===== src/rtl/jpeg_quant_zz_pkg.sv =====
// jpeg_quant_zz_pkg : shared widths, defaults and FSM encoding for the quantiser/zigzag block.
// Revision: 1.0
`default_nettype none

package jpeg_quant_zz_pkg;

  localparam int DU_SIZE_DFLT = 64;
  localparam int QSHIFT_DFLT  = 11;
  localparam int DCT_W        = 18;
  localparam int ZZ_W         = 15;
  localparam int FD_W         = 8;
  localparam int IDX_W        = 6;
  localparam int PROD_W       = DCT_W + FD_W + 1;
  localparam int DRAIN_CYC    = 3;

  typedef enum logic [1:0] {
    ST_IDLE  = 2'd0,
    ST_RUN   = 2'd1,
    ST_DRAIN = 2'd2,
    ST_DONE  = 2'd3
  } state_t;

endpackage

`default_nettype wire


===== src/rtl/jpeg_quant_mul.sv =====
// jpeg_quant_mul : registered signed coefficient x unsigned reciprocal, round half up, shift.
// Revision: 1.0
`default_nettype none

module jpeg_quant_mul
  import jpeg_quant_zz_pkg::*;
#(
  parameter int QSHIFT = QSHIFT_DFLT
) (
  input  logic                    clk,
  input  logic                    reset_n,
  input  logic signed [DCT_W-1:0] dct,
  input  logic        [FD_W-1:0]  fd,
  output logic signed [ZZ_W-1:0]  q
);

  localparam int RND = 1 << (QSHIFT - 1);

  logic signed [PROD_W-1:0] prod;
  logic signed [PROD_W-1:0] rounded;
  logic signed [ZZ_W-1:0]   q_d;
  logic signed [ZZ_W-1:0]   q_q;

  always_comb begin
    prod    = PROD_W'(dct) * PROD_W'($signed({1'b0, fd}));
    rounded = prod + PROD_W'(RND);
    // Result magnitude never exceeds 16320, so dropping the upper bits is lossless.
    q_d     = ZZ_W'(rounded >>> QSHIFT);
  end

  always_ff @(posedge clk or negedge reset_n) begin
    if (!reset_n) q_q <= '0;
    else          q_q <= q_d;
  end

  assign q = q_q;

endmodule

`default_nettype wire


===== src/rtl/jpeg_quant_zz.sv =====
// jpeg_quant_zz : quantises one 64-coefficient DU and writes it back in zigzag order.
// Revision: 1.0
`default_nettype none

module jpeg_quant_zz
  import jpeg_quant_zz_pkg::*;
#(
  parameter int DU_SIZE = DU_SIZE_DFLT,
  parameter int QSHIFT  = QSHIFT_DFLT
) (
  input  logic                    clk,
  input  logic                    reset_n,
  input  logic                    start,
  input  logic                    comp_sel,
  output logic                    busy,
  output logic                    done,
  output logic [IDX_W-1:0]        dctdu_ram_ar,
  input  logic signed [DCT_W-1:0] dctdu_ram_do,
  output logic [IDX_W:0]          fdtbl_rom_a,
  input  logic [FD_W-1:0]         fdtbl_rom_d,
  output logic [IDX_W-1:0]        zzidx_rom_a,
  input  logic [IDX_W-1:0]        zzidx_rom_d,
  output logic [IDX_W-1:0]        zzdu_ram_aw,
  output logic signed [ZZ_W-1:0]  zzdu_ram_di,
  output logic                    zzdu_ram_we
);

  state_t                  state_q, state_d;
  logic [IDX_W-1:0]        idx_q, idx_d;
  logic [1:0]              drain_q, drain_d;
  logic                    sel_q, sel_d;
  logic                    rd_v_q, rd_v_d;
  logic                    s1_v_q, s1_v_d;
  logic                    s2_v_q, s2_v_d;
  logic signed [DCT_W-1:0] dct_q, dct_d;
  logic [FD_W-1:0]         fd_q, fd_d;
  logic [IDX_W-1:0]        zz1_q, zz1_d;
  logic [IDX_W-1:0]        zz2_q, zz2_d;
  logic signed [ZZ_W-1:0]  mul_q;

  always_comb begin
    state_d = state_q;
    idx_d   = idx_q;
    drain_d = drain_q;
    sel_d   = sel_q;
    case (state_q)
      ST_IDLE: begin
        if (start) begin
          state_d = ST_RUN;
          sel_d   = comp_sel;
          idx_d   = '0;
        end
      end
      ST_RUN: begin
        if (idx_q == IDX_W'(DU_SIZE - 1)) begin
          state_d = ST_DRAIN;
          idx_d   = '0;
          drain_d = '0;
        end else begin
          idx_d = idx_q + 1'b1;
        end
      end
      ST_DRAIN: begin
        if (drain_q == 2'(DRAIN_CYC - 1)) state_d = ST_DONE;
        else                              drain_d = drain_q + 1'b1;
      end
      ST_DONE: state_d = ST_IDLE;
      default: state_d = ST_IDLE;
    endcase
  end

  // RAM/ROM data for address i arrives one cycle later; rd_v marks that cycle.
  always_comb begin
    rd_v_d = (state_q == ST_RUN);
    s1_v_d = rd_v_q;
    s2_v_d = s1_v_q;
    dct_d  = rd_v_q ? dctdu_ram_do : dct_q;
    fd_d   = rd_v_q ? fdtbl_rom_d  : fd_q;
    zz1_d  = rd_v_q ? zzidx_rom_d  : zz1_q;
    zz2_d  = zz1_q;
  end

  always_ff @(posedge clk or negedge reset_n) begin
    if (!reset_n) begin
      state_q <= ST_IDLE;
      idx_q   <= '0;
      drain_q <= '0;
      sel_q   <= 1'b0;
      rd_v_q  <= 1'b0;
      s1_v_q  <= 1'b0;
      s2_v_q  <= 1'b0;
      dct_q   <= '0;
      fd_q    <= '0;
      zz1_q   <= '0;
      zz2_q   <= '0;
    end else begin
      state_q <= state_d;
      idx_q   <= idx_d;
      drain_q <= drain_d;
      sel_q   <= sel_d;
      rd_v_q  <= rd_v_d;
      s1_v_q  <= s1_v_d;
      s2_v_q  <= s2_v_d;
      dct_q   <= dct_d;
      fd_q    <= fd_d;
      zz1_q   <= zz1_d;
      zz2_q   <= zz2_d;
    end
  end

  jpeg_quant_mul #(
    .QSHIFT (QSHIFT)
  ) u_mul (
    .clk     (clk),
    .reset_n (reset_n),
    .dct     (dct_q),
    .fd      (fd_q),
    .q       (mul_q)
  );

  assign busy         = (state_q != ST_IDLE);
  assign done         = (state_q == ST_DONE);
  assign dctdu_ram_ar = idx_q;
  assign zzidx_rom_a  = idx_q;
  assign fdtbl_rom_a  = {sel_q, idx_q};
  assign zzdu_ram_we  = s2_v_q;
  assign zzdu_ram_aw  = zz2_q;
  assign zzdu_ram_di  = mul_q;

endmodule

`default_nettype wire


===== config.mk =====
export PLATFORM = sky130hd
export DESIGN_NAME = jpeg_quant_zz
export DESIGN_NICKNAME = d
export VERILOG_FILES = /design/src/rtl/jpeg_quant_zz_pkg.sv /design/src/rtl/jpeg_quant_mul.sv /design/src/rtl/jpeg_quant_zz.sv
export SDC_FILE = /design/constraint.sdc
export NUM_CORES = 1
export LEC_CHECK = 0
export CAP_MARGIN = 40
export CORE_ASPECT_RATIO = 0.75
export CORE_MARGIN = 2
export CORE_UTILIZATION = 35
export DETAILED_ROUTE_END_ITERATION = 10
export GPL_ROUTABILITY_DRIVEN = 0
export PLACE_DENSITY_LB_ADDON = 0.25
export SETUP_SLACK_MARGIN = 0.3
export SKIP_CTS_REPAIR_TIMING = 1
export SYNTH_ARGS = -nofsm -noshare
export SYNTH_HDL_FRONTEND = slang
export SYNTH_SLANG_ARGS = --single-unit

===== constraint.sdc =====
create_clock -name clk -period 14 [get_ports clk]
set_input_delay 2.8 -clock clk [delete_from_list [all_inputs] [get_ports clk]]
set_output_delay 2.8 -clock clk [all_outputs]
set_load 0.01 [all_outputs]

Yosys cells after proc, flatten, opt, wreduce, memory -nomap -nowiden
Index checks and enable logic that the tools add are counted.

word-level totals
  flip-flop bits (word level) = 67
  bits in latches = 0
  RAM bits = 0
  bits in read-only memories = 0
  input port bits = 36
  word-level logic and storage cells = 43
  memories = 0

operators by class
  add/sub/neg operators = 3
  multipliers = 1
  div/mod/pow operators = 0
  $lt $le $gt $ge = 0
  equal/unequal tests = 9
  shift-type cells = 0
  mux-type cells = 10
  bitwise logic cells = 0
  reductions and logical operators = 8

operators with widths
  operator                  number
  $add A26 B12 Y26 const B  1
  $mul A18 B9 Y26           1
  $mux W6                   2
  $pmux W6 S2               1
  $mux W2                   5
  $pmux W2 S4               1
  $add A6 B1 Y6 const B     1
  $eq A2 B2 Y1 const B      3
  $eq A6 B6 Y1 const B      1
  $ne A2 B2 Y1 const B      3
  $reduce_and A3 Y1         2
  $reduce_bool A2 Y1        3
  $pmux W2 S2               1
  $reduce_and A2 Y1         2
  $add A2 B1 Y2 const B     1
  $eq A2 B1 Y1 const B      1
  $logic_not A2 Y1          1
  $ne A2 B1 Y1 const B      1

Logic depth before layout (Yosys ltp)
Gate-level depths: netlist of the first run.

  depth after elaboration = 3
  mapped depth = 19
  mapped depth without buffers = 17

By module
A second synthesis of the first run with hierarchy kept.

unflattened totals
  cells, all modules = 692
  area, all modules = 7348.3 µm²

by module, submodules not included
  module          instances  cells each  area each (µm²)  sequential area each (µm²)
  jpeg_quant_mul  1          530         5157.4           375.4
  jpeg_quant_zz   1          162         2190.9           1301.2

Worst setup path before layout of the first run
OpenSTA, ideal clock, no wires.

  kind = flip-flop to flip-flop
  from = register fd_q[2]
  to = register u_mul.q_q[13] (netlist: u_mul.q[13])
  library setup time = 0.127 ns
  arrival = 4.836 ns
  required time = 13.873 ns
  path slack = 9.037 ns
  cell stages (with the launch flop) = 18
  path buffers = 2
  period minus slack after synthesis = 4.963 ns
  cells stage by stage = dfrtp_1 -> clkbuf_1 -> buf_1 -> nand2_1 -> fa_1 -> inv_1 -> fa_1 -> fa_1 -> fa_1 -> ha_1 -> ha_1 -> a21o_1 -> a21o_1 -> or3_1 -> o21ba_4 -> o31ai_4 -> a211oi_1 -> nor3_2

on the way
  longest elaborated chain between the ends = 2

ends and longest elaborated chain
  item                         RTL line              RTL
  from (decl)                  jpeg_quant_zz.sv:36   logic [FD_W-1:0] fd_q, fd_d;
  from (signal assigned)       jpeg_quant_zz.sv:93   fd_q <= '0;
  from (signal assigned)       jpeg_quant_zz.sv:105  fd_q <= fd_d;
  $mul A18 B9 Y26              jpeg_quant_mul.sv:25  prod = PROD_W'(dct) * PROD_W'($signed({1'b0, fd}));
  $add A26 B12 Y26             jpeg_quant_mul.sv:26  rounded = prod + PROD_W'(RND);
  named net u_mul.rounded[24]  jpeg_quant_mul.sv:20  logic signed [PROD_W-1:0] rounded;
  to (signal assigned)         jpeg_quant_mul.sv:33  else q_q <= q_d;
  to (decl)                    jpeg_quant_mul.sv:22  logic signed [ZZ_W-1:0] q_q;

The timed path passes the listed nets, and every way through them passes these cells.
A chain may end at the register's enable or synchronous reset.

Worst setup path in the final report of the first run
  from = register fd_q[0]
  to = register u_mul.q_q[14] (netlist: u_mul.q[14])

Same word-level chain as after synthesis.

==> results of run 1 <==
## layer usage
layer	vias up	routed length (microns)	global-route usage [%]
li1	2231	-	-
met1	2438	7320	21.0
met2	94	7400	25.0
met3	12	645	3.26
met4	0	140	3.17
met5	-	0	0
## worst paths after layout
kind | startpoint | end | slack [ps] | cells after the start
min in group asynchronous | reset_n | u_mul.q[3] | 2270 | 1
worst max-delay path | fd_q[0] | u_mul.q[14] | 8640 | 15
worst min-delay path | s1_v_q | zzdu_ram_we | 360 | 0
worst max register to register | fd_q[0] | u_mul.q[14] | 8640 | 15
max in group asynchronous | reset_n | dct_q[3] | 11200 | 2
worst min register to register | s1_v_q | zzdu_ram_we | 360 | 0
## synthesized netlist by cell type, drive strengths merged, types with 2 or more instances
library cell,count,area [sq um]
a211oi,2,20.0
a21o,7,52.6
a21oi,9,48.8
a22o,3,26.3
and2,80,500
and3,2,12.5
buf,19,128
clkbuf,14,52.6
dfrtp,67,1680
fa,112,2240
ha,70,876
inv,93,349
mux2,34,383
nand2,74,280
nand2b,3,18.8
nand3,7,35.0
nor2,11,41.3
nor2b,2,12.5
nor3,10,60.1
o21a,3,22.5
o21ai,9,45.0
o31ai,7,85.1
or2,2,12.5
xnor2,14,123
xor2,4,35.0
## layout by cell type (no fill, tap or decap), types with 4 or more instances in the layout
| cell | netlist | layout |
|---|---|---|
| a21o_1 | 7 | 7 |
| a21oi_1 | 8 | 8 |
| and2_1 | 80 | 80 |
| clkbuf_16 | 0 | 9 |
| clkdlybuf4s50_1 | 0 | 77 |
| dfrtp_1 | 67 | 67 |
| fa_1 | 112 | 112 |
| ha_1 | 70 | 70 |
| inv_1 | 93 | 93 |
| mux2_2 | 34 | 34 |
| nand2_1 | 73 | 73 |
| nand3_1 | 7 | 7 |
| nor2_1 | 11 | 11 |
| nor3_1 | 8 | 8 |
| o21ai_0 | 8 | 8 |
| o31ai_1 | 4 | 4 |
| xnor2_1 | 14 | 14 |
| xor2_1 | 4 | 4 |
## registers in the layout, summed over array words and instances (netlist names)
name,cells
zz1_q,6
s1_v_q,1
dctdu_ram_ar,6
fd_q,8
sel_q,1
drain_q,2
state_q,2
dct_q,18
zzdu_ram_aw,6
zzdu_ram_we,1
u_mul.q,15
rd_v_q,1
## cells by family after synthesis
logic type / count (synthesis) / synth area share, %
compound gates: 48 / 5.29
mux: 34 / 5.26
xor+xnor: 18 / 2.16
flops: 67 / 23.0
simple gates: 197 / 14.2
fa+ha+maj: 182 / 42.8
buf+inv: 126 / 7.26
## critical path, stage by stage (launching register included)
cell and delay, ps:
dfrtp_1 750, nand2_1 250, inv_1 140, fa_1 450
fa_1 510, fa_1 570, fa_1 420, ha_1 290
ha_1 350, a21o_1 180, a21o_1 200, or3_1 350
o21ba_4 290, o31ai_4 110, nor4_1 280, nor3_2 90
## power groups by stage
stage                     sequential (uW)  combinational [uW]  clock (uW)
after CTS                             255                 965         235
after floorplan                       260                 693           0
after global placement                258                 921           0
final                                 254                 950         224
after global routing                  258                1080         239
after detailed placement              257                 954           0
## final cells by class
| type | instances | area, sq um |
|---|---|---|
| clock inverter | 7 | 65.1 |
| fill | 1979 | 11800 |
| inverter | 93 | 349 |
| timing repair buffer | 81 | 821 |
| multi-input combinational | 479 | 5080 |
| tap | 282 | 353 |
| clock buffer | 9 | 225 |
| sequential | 67 | 1680 |
## metrics by stage
step | instances | hold slack (ps)
after floorplan | 672 | 331
after global placement | 1001 | 345
after detailed placement | 1002 | 336
after CTS | 1018 | 363
after global routing | 1018 | 375
final | 1018 | 355
==> out/qor.yml, run 1 <==
relSlewSlack_pct: 56.3
powerDensity_nw_per_um2: 167
stdcell_area_sq_um: 8570
totalPowerFinal_uw: 1430
overflow: 0
setup_viol: 0
vdd_drop_max_mv: 0.0981
finalWorstSetupSlack_ps: 8640
syn_to_final_growth_pct: 17.6
syn-cell-area_sq_um: 7290
antenna_left: 0
hold_violations: 0
maxSlewViolCount: 0
combPwrFrac_pct: 66.5
wire_per_inst_microns: 15.2
max_freq_mhz: 187
htreeDepth: 3
route.detailed.drc: 0
antenna_found_initial: 0
cap_violations: 0
clockRootBuffer: "clkbuf_16"
syn-num-nets: 890
clockPowerShare_pct: 15.7
syn_avg_cell_area_sq_um: 10.8
p_int_uw: 797
io_pins: 79
cp-start-kind: "register"
period_minus_slack_ps: 5360
timing.final.crit_share_pct: 38.3
cts_tree: "yes"
pwr-share-seq_pct: 17.8
async_flop_share_pct: 100
die_w_microns: 171
switching_share_pct: 44.2
drive_gt1_share_pct: 9.24
yosysWarnings: 0
post-place-ws_ps: 8660
netlist_instances: 672
crit_type: "reg2reg"
grt_start_max_net_pins: 61
rows: 45
rsz0062_at_grt: "no"
end_kind: "register"
power_leakage_uw: 0.00409
routed_wl_microns: 15500
path_max_fanout: 18
fp.coreArea_sq_um: 20300
crit_required_ps: 14220
detail_route.vias_per_cell: 4.69
synth_ff_type: "dfrtp_1"
clk-insertion-delay-late_ps: 350
synth-edff-count: 0
synth.distinct_cells: 48
placed_area_sq_um: 8280
first_global_vias: 5176
antenna_cells: 0
ctsLongestPathBuffers: 2
port_buffers: 78
drt_first_pass_iters: 4
numCtsBuffers: 9
clock_skew_ps: 9.47
dieArea_sq_um: 22000
ys_ff_latch: 67
status: "finished, final reports clean"
dr_total_vias: 4775
final_util_pct: 42.2
hpwl_microns: 12400
p_sw_uw: 631
holdCritPathClass: "reg2reg"
die_h_microns: 129
ys_seq_area_share_pct: 23.0
fin_nets: 949
crit_arrival_ps: 5580
dr.first_iter.drc_count: 199
grt_use_total_pct: 15.3
grt_pass1_wl_microns: 26100
finalSetupTns_ps: 0
start_util_pct: 35.8
clkSinkCount: 67
worstMarginPinSlew_ps: 656
clkTransAtPathRegs_ps: 60
Note: power is estimated with default switching activity, not from simulation.
==> inputs of run 2 (changes only) <==
==> constraint.sdc (replaced) <==
create_clock -name clk -period 4.4 [get_ports clk]
set_input_delay 0.88 -clock clk [delete_from_list [all_inputs] [get_ports clk]]
set_output_delay 0.88 -clock clk [all_outputs]
set_load 0.01 [all_outputs]
==> out/qor.yml, run 2 (same netlist as run 1, synthesis figures left out) <==
holdCritPathClass: "in2async"
dieArea_sq_um: 22000  # unchanged
max_freq_mhz: 204  # +9.2%
r2r_start: "fd_q[3]"
clock_skew_ps: 10.8  # +1.35 ps
seqCellArea_sq_um: 1690  # +0.90%
mostFrequentLayoutCells: "fa_1, buf_4, inv_1"
clkTransAtPathRegs_ps: 70  # about the same
cts_tree: "yes"
status: "finished, violations left"
regToRegEndpoint: "u_mul.q[14]"
largest_reg_flops: 18  # unchanged
ctsLongestPathBuffers: 2  # unchanged
worstRegToRegCells: 16  # +1
fillCellCount: 1859  # -6.1%
period_minus_slack_ps: 4910  # -453 ps
vdd_drop_max_mv: 0.357  # +260%
start_util_pct: 35.8  # unchanged
reg2reg_slack_ps: -510  # -9150 ps
crit_required_ps: 4620  # -9600 ps
htreeDepth: 3  # unchanged
hpwl_microns: 13500  # +9.1%
grt_pass1_wl_microns: 27600  # +5.8%
pwr-share-seq_pct: 14.0  # -3.8 points
port_buffers: 78  # unchanged
maxSlewViolCount: 0  # unchanged
dr.first_iter.drc_count: 206  # +3.5%
first_global_vias: 5573  # +7.7%
die_w_microns: 171  # unchanged
finalWorstSetupSlack_ps: -506  # -9150 ps
route.detailed.drc: 0  # unchanged
syn_to_final_growth_pct: 31.7
power_leakage_uw: 0.00460  # +13%
clockRootBuffer: "clkbuf_16"
p_sw_uw: 2270  # +260%
numCtsBuffers: 9  # unchanged
rsz0062_at_grt: "yes"
die_h_microns: 129  # unchanged
hold_violations: 0  # unchanged
setup_viol: 13  # +13
timing.final.crit_share_pct: 111  # +73 points
antenna_cells: 0  # unchanged
clk-insertion-delay-late_ps: 340  # about the same
antenna_left: 0  # unchanged
io_pins: 79  # unchanged
crit_type: "reg2reg"
clockPowerShare_pct: 12.5  # -3.2 points
relSlewSlack_pct: 61.4  # +5.1 points
combPwrFrac_pct: 73.5  # +7.0 points
grt_start_max_net_pins: 62  # +1.6%
switching_share_pct: 40.3  # -3.9 points
dr_total_vias: 5212  # +9.2%
wire_per_inst_microns: 15.1  # -1.2%
fp.coreArea_sq_um: 20300  # unchanged
clkSinkCount: 67  # unchanged
routed_wl_microns: 16900  # +9.0%
violations: "negative setup slack"
rows: 45  # unchanged
crit_arrival_ps: 5120  # -460 ps
top_register: "dct_q"
overflow: 0  # unchanged
finalSetupTns_ps: -3820  # -3820 ps
fin_nets: 1054  # +11%
endpoint: "u_mul.q[14]"
startpoint: "fd_q[3]"
hold_ws_ps: 350  # -5.84 ps
end_kind: "register"
cp-start-kind: "register"
cap_violations: 0  # unchanged
p_int_uw: 3360  # +320%
detail_route.vias_per_cell: 4.64  # -1.1%
antenna_found_initial: 0  # unchanged
powerDensity_nw_per_um2: 587  # +250%
grt_use_total_pct: 15.9  # +0.66 points
drt_first_pass_iters: 6  # +2
mostFrequentLayoutCell: "fa_1"
drive_gt1_share_pct: 26.2  # +17 points
path_max_fanout: 6  # -12
worstMarginPinSlew_ps: 576  # -79.9 ps
multiInputGateArea_sq_um: 5280  # +4.0%
## run 2: cell count changes in the layout (fill, tap and decap cells not counted), moves of 5 or more
cell / delta
dfrtp_1: -12
ha_1: -8
nor2_1: -5
buf_4: +99
fa_2: +8
fa_1: -8
ha_4: +6
nor2_2: +5
dfrtp_2: +12
## run 2: metal layers
metal | up-vias | routed length (microns) | GRT usage, %
li1 | 2439 | - | -
met1 | 2632 | 8260 | 23.1
met2 | 128 | 7460 | 24.2
met3 | 13 | 1070 | 4.18
met4 | 0 | 110 | 2.87
met5 | - | 0 | 0
## run 2: worst min path at each step
| stage | startpoint | endpoint | slack (ps) | cells past startpoint |
|---|---|---|---|---|
| global route | reset_n | zzdu_ram_aw[0] | 340 | 1 |
| floorplan | s1_v_q | zzdu_ram_we | 330 | 0 |
| detailed placement | s1_v_q | zzdu_ram_we | 340 | 0 |
| finish | reset_n | zzdu_ram_aw[0] | 350 | 1 |
| global placement | s1_v_q | zzdu_ram_we | 330 | 0 |
| CTS | reset_n | zzdu_ram_aw[0] | 340 | 1 |
## run 2: power by group through the flow
stage / logic (uW) / clock network (uW) / registers, uW
finish: 4140 / 705 / 789
global route: 4640 / 752 / 800
CTS: 3880 / 729 / 794
detailed placement: 3840 / 0 / 806
global placement: 3740 / 0 / 807
floorplan: 2350 / 0 / 828
## run 2: final cells by class
cell class / count / share of cell area (%)
clock buffer: 10 / 2.49
clock inverter: 6 / 0.496
inverter: 93 / 3.64
multi-input combinational: 479 / 55.1
sequential: 67 / 17.6
tap: 282 / 3.68
timing repair buffer: 186 / 17.0
## run 2: through the flow
stage	utilization [%]	total power, uW	instances	worst slack, ps	instance area, sq um
2_1_floorplan	-	3180	672	-209	7410
3_3_place_gp	44.2	4550	1088	-498	8980
3_5_place_dp	44.3	4640	1089	-629	9000
4_1_cts	45.7	5400	1105	-649	9290
5_1_grt	47.2	6190	1123	-651	9590
6_report	47.2	5630	1123	-506	9590
## run 2: critical path, stage by stage, from the launching register on
cell and delay (ps):
dfrtp_2 420, buf_2 170, buf_4 150, and2_1 170, fa_1 500, fa_1 570
fa_1 450, fa_2 540, ha_1 260, ha_4 290, o21a_1 110, nor2_1 50
buf_4 150, o21ba_4 240, o31ai_4 370, and4_4 280, nor3_2 40
==> inputs of run 3 (changes only) <==
==> constraint.sdc (replaced) <==
create_clock -name clk -period 5.3 [get_ports clk]
set_input_delay 1.06 -clock clk [delete_from_list [all_inputs] [get_ports clk]]
set_output_delay 1.06 -clock clk [all_outputs]
set_load 0.01 [all_outputs]
==> out/qor.yml, run 3 (same netlist as run 1, synthesis figures left out) <==
finalWorstSetupSlack_ps: 376  # +882 ps
cpMaxStageDelayCell: "fa_1"
worstPathCellList: "buf_12, nand2_4, fa_1, inv_2, fa_1, fa_1, fa_1, fa_1, ha_4, o211ai_1, nor2_1, a21oi_2, o21ba_4, o31ai_4, and4_4, nor3_2"
timing.final.crit_share_pct: 92.9  # -19 points
grt_start_max_net_pins: 43  # -31%
met3_usage_pct: 3.60  # -0.58 points
largest_reg_flops: 18  # unchanged
final_util_pct: 44.1  # -3.1 points
path_max_fanout: 7  # +1
worstMarginPinSlew_ps: 552  # -23.3 ps
die_h_microns: 129  # unchanged
hold_violations: 0  # unchanged
rsz0062_at_grt: "yes"
dieArea_sq_um: 22000  # unchanged
crit_required_ps: 5520  # +900 ps
dr_total_vias: 4910  # -5.8%
post-place-ws_ps: 79.6  # +709 ps
syn_to_final_growth_pct: 23.1
period_minus_slack_ps: 4920  # +18.1 ps
drive_gt1_share_pct: 17.5  # -8.6 points
mostFrequentLayoutCell: "fa_1"
clk-insertion-delay-late_ps: 350  # about the same
clockRootBuffer: "clkbuf_16"
setup_viol: 0  # -13
maxSlewViolCount: 0  # unchanged
crit_type: "reg2reg"
antenna_found_initial: 0  # unchanged
hpwl_microns: 13000  # -4.0%
mostFrequentLayoutCells: "fa_1, inv_1, and2_1"
status: "finished, final reports clean"
antenna_cells: 0  # unchanged
io_pins: 79  # unchanged
crit_arrival_ps: 5150  # +30 ps
slowest_delay_ps: 580  # about the same
start_util_pct: 35.8  # unchanged
cp-start-kind: "register"
overflow: 0  # unchanged
htreeDepth: 3  # unchanged
busiest_layer: "met2"
top_register: "dct_q"
crit_top_cell: "fa_1"
port_buffers: 78  # unchanged
rows: 45  # unchanged
detail_route.vias_per_cell: 4.66  # +0.47%
grt_use_total_pct: 15.7  # -0.25 points
antenna_left: 0  # unchanged
met1_usage_pct: 22.1  # -1.0 points
route.detailed.drc: 0  # unchanged
end_kind: "register"
ctsLongestPathBuffers: 2  # unchanged
holdCritPathClass: "reg2reg"
clkSinkCount: 67  # unchanged
relSlewSlack_pct: 62.9  # +1.6 points
drt_first_pass_iters: 4  # -2
wire_per_inst_microns: 15.5  # +3.0%
die_w_microns: 171  # unchanged
fp.coreArea_sq_um: 20300  # unchanged
routed_wl_microns: 16300  # -3.4%
vdd_drop_max_mv: 0.290  # -19%
dr.first_iter.drc_count: 278  # +35%
clock_skew_ps: 13.3  # +2.50 ps
finalSetupTns_ps: 0  # +3820 ps
clkTransAtPathRegs_ps: 60  # about the same
fin_nets: 984  # -6.6%
first_global_vias: 5243  # -5.9%
worstRegToRegCells: 16  # unchanged
max_freq_mhz: 203  # -0.37%
cts_tree: "yes"
reg2reg_slack_ps: 380  # +880 ps
powerDensity_nw_per_um2: 438  # -25%
grt_pass1_wl_microns: 26700  # -3.1%
power_leakage_uw: 0.00425  # -7.7%
use_met2_pct: 24.5  # +0.29 points
hold_depth: 0
cap_violations: 0  # unchanged
numCtsBuffers: 9  # unchanged
[run 3: worst max-delay path, delay by kind of cell, from the launching register on]
kind,cells,cell delay (ps)
AO/OA/AOI/OAI,4,740
adder cells (fa/ha/maj),6,2860
buffers and inverters,2,190
flip-flops,1,440
AND/OR/NAND/NOR,4,550
[run 3: metrics by stage]
step / hold WS (ps) / std cells / power, uW / instance area, sq um
global route: 384 / 1053 / 4340 / 8970
global placement: 338 / 1014 / 3130 / 8350
detailed placement: 337 / 1015 / 3180 / 8380
finish: 356 / 1053 / 3930 / 8970
CTS: 362 / 1031 / 3820 / 8670
floorplan: 331 / 672 / 2520 / 7290
[run 3: layout make-up]
cell class                 instances  area (sq um)
sequential                        67          1700
tap                              282           353
clock buffer                       9           225
inverter                          93           349
timing repair buffer             116          1110
clock inverter                     7          65.1
multi-input combinational        479          5160
fill                            1914         11400
[run 3: worst paths after layout]
kind,startpoint,to
worst max-delay path,fd_q[2],u_mul.q[14]
worst min-delay path,s1_v_q,zzdu_ram_we
worst max register to register,fd_q[2],u_mul.q[14]
worst min register to register,s1_v_q,zzdu_ram_we
max in group asynchronous,reset_n,dct_q[17]
min in group asynchronous,reset_n,u_mul.q[2]
[run 3: power breakdown]
group | total, uW | internal (uW) | switching [uW]
registers | 663 | 619 | 44.4
logic | 2670 | 1280 | 1390
clock network | 596 | 329 | 267
total | 3930 | 2230 | 1700
[run 3: routing by layer]
metal  vias up  part of all wire [%]
li1       2303                     -
met1      2513                    47
met2        78                    46
met3        16                   5.1
met4         0                   1.1
met5         -                     0
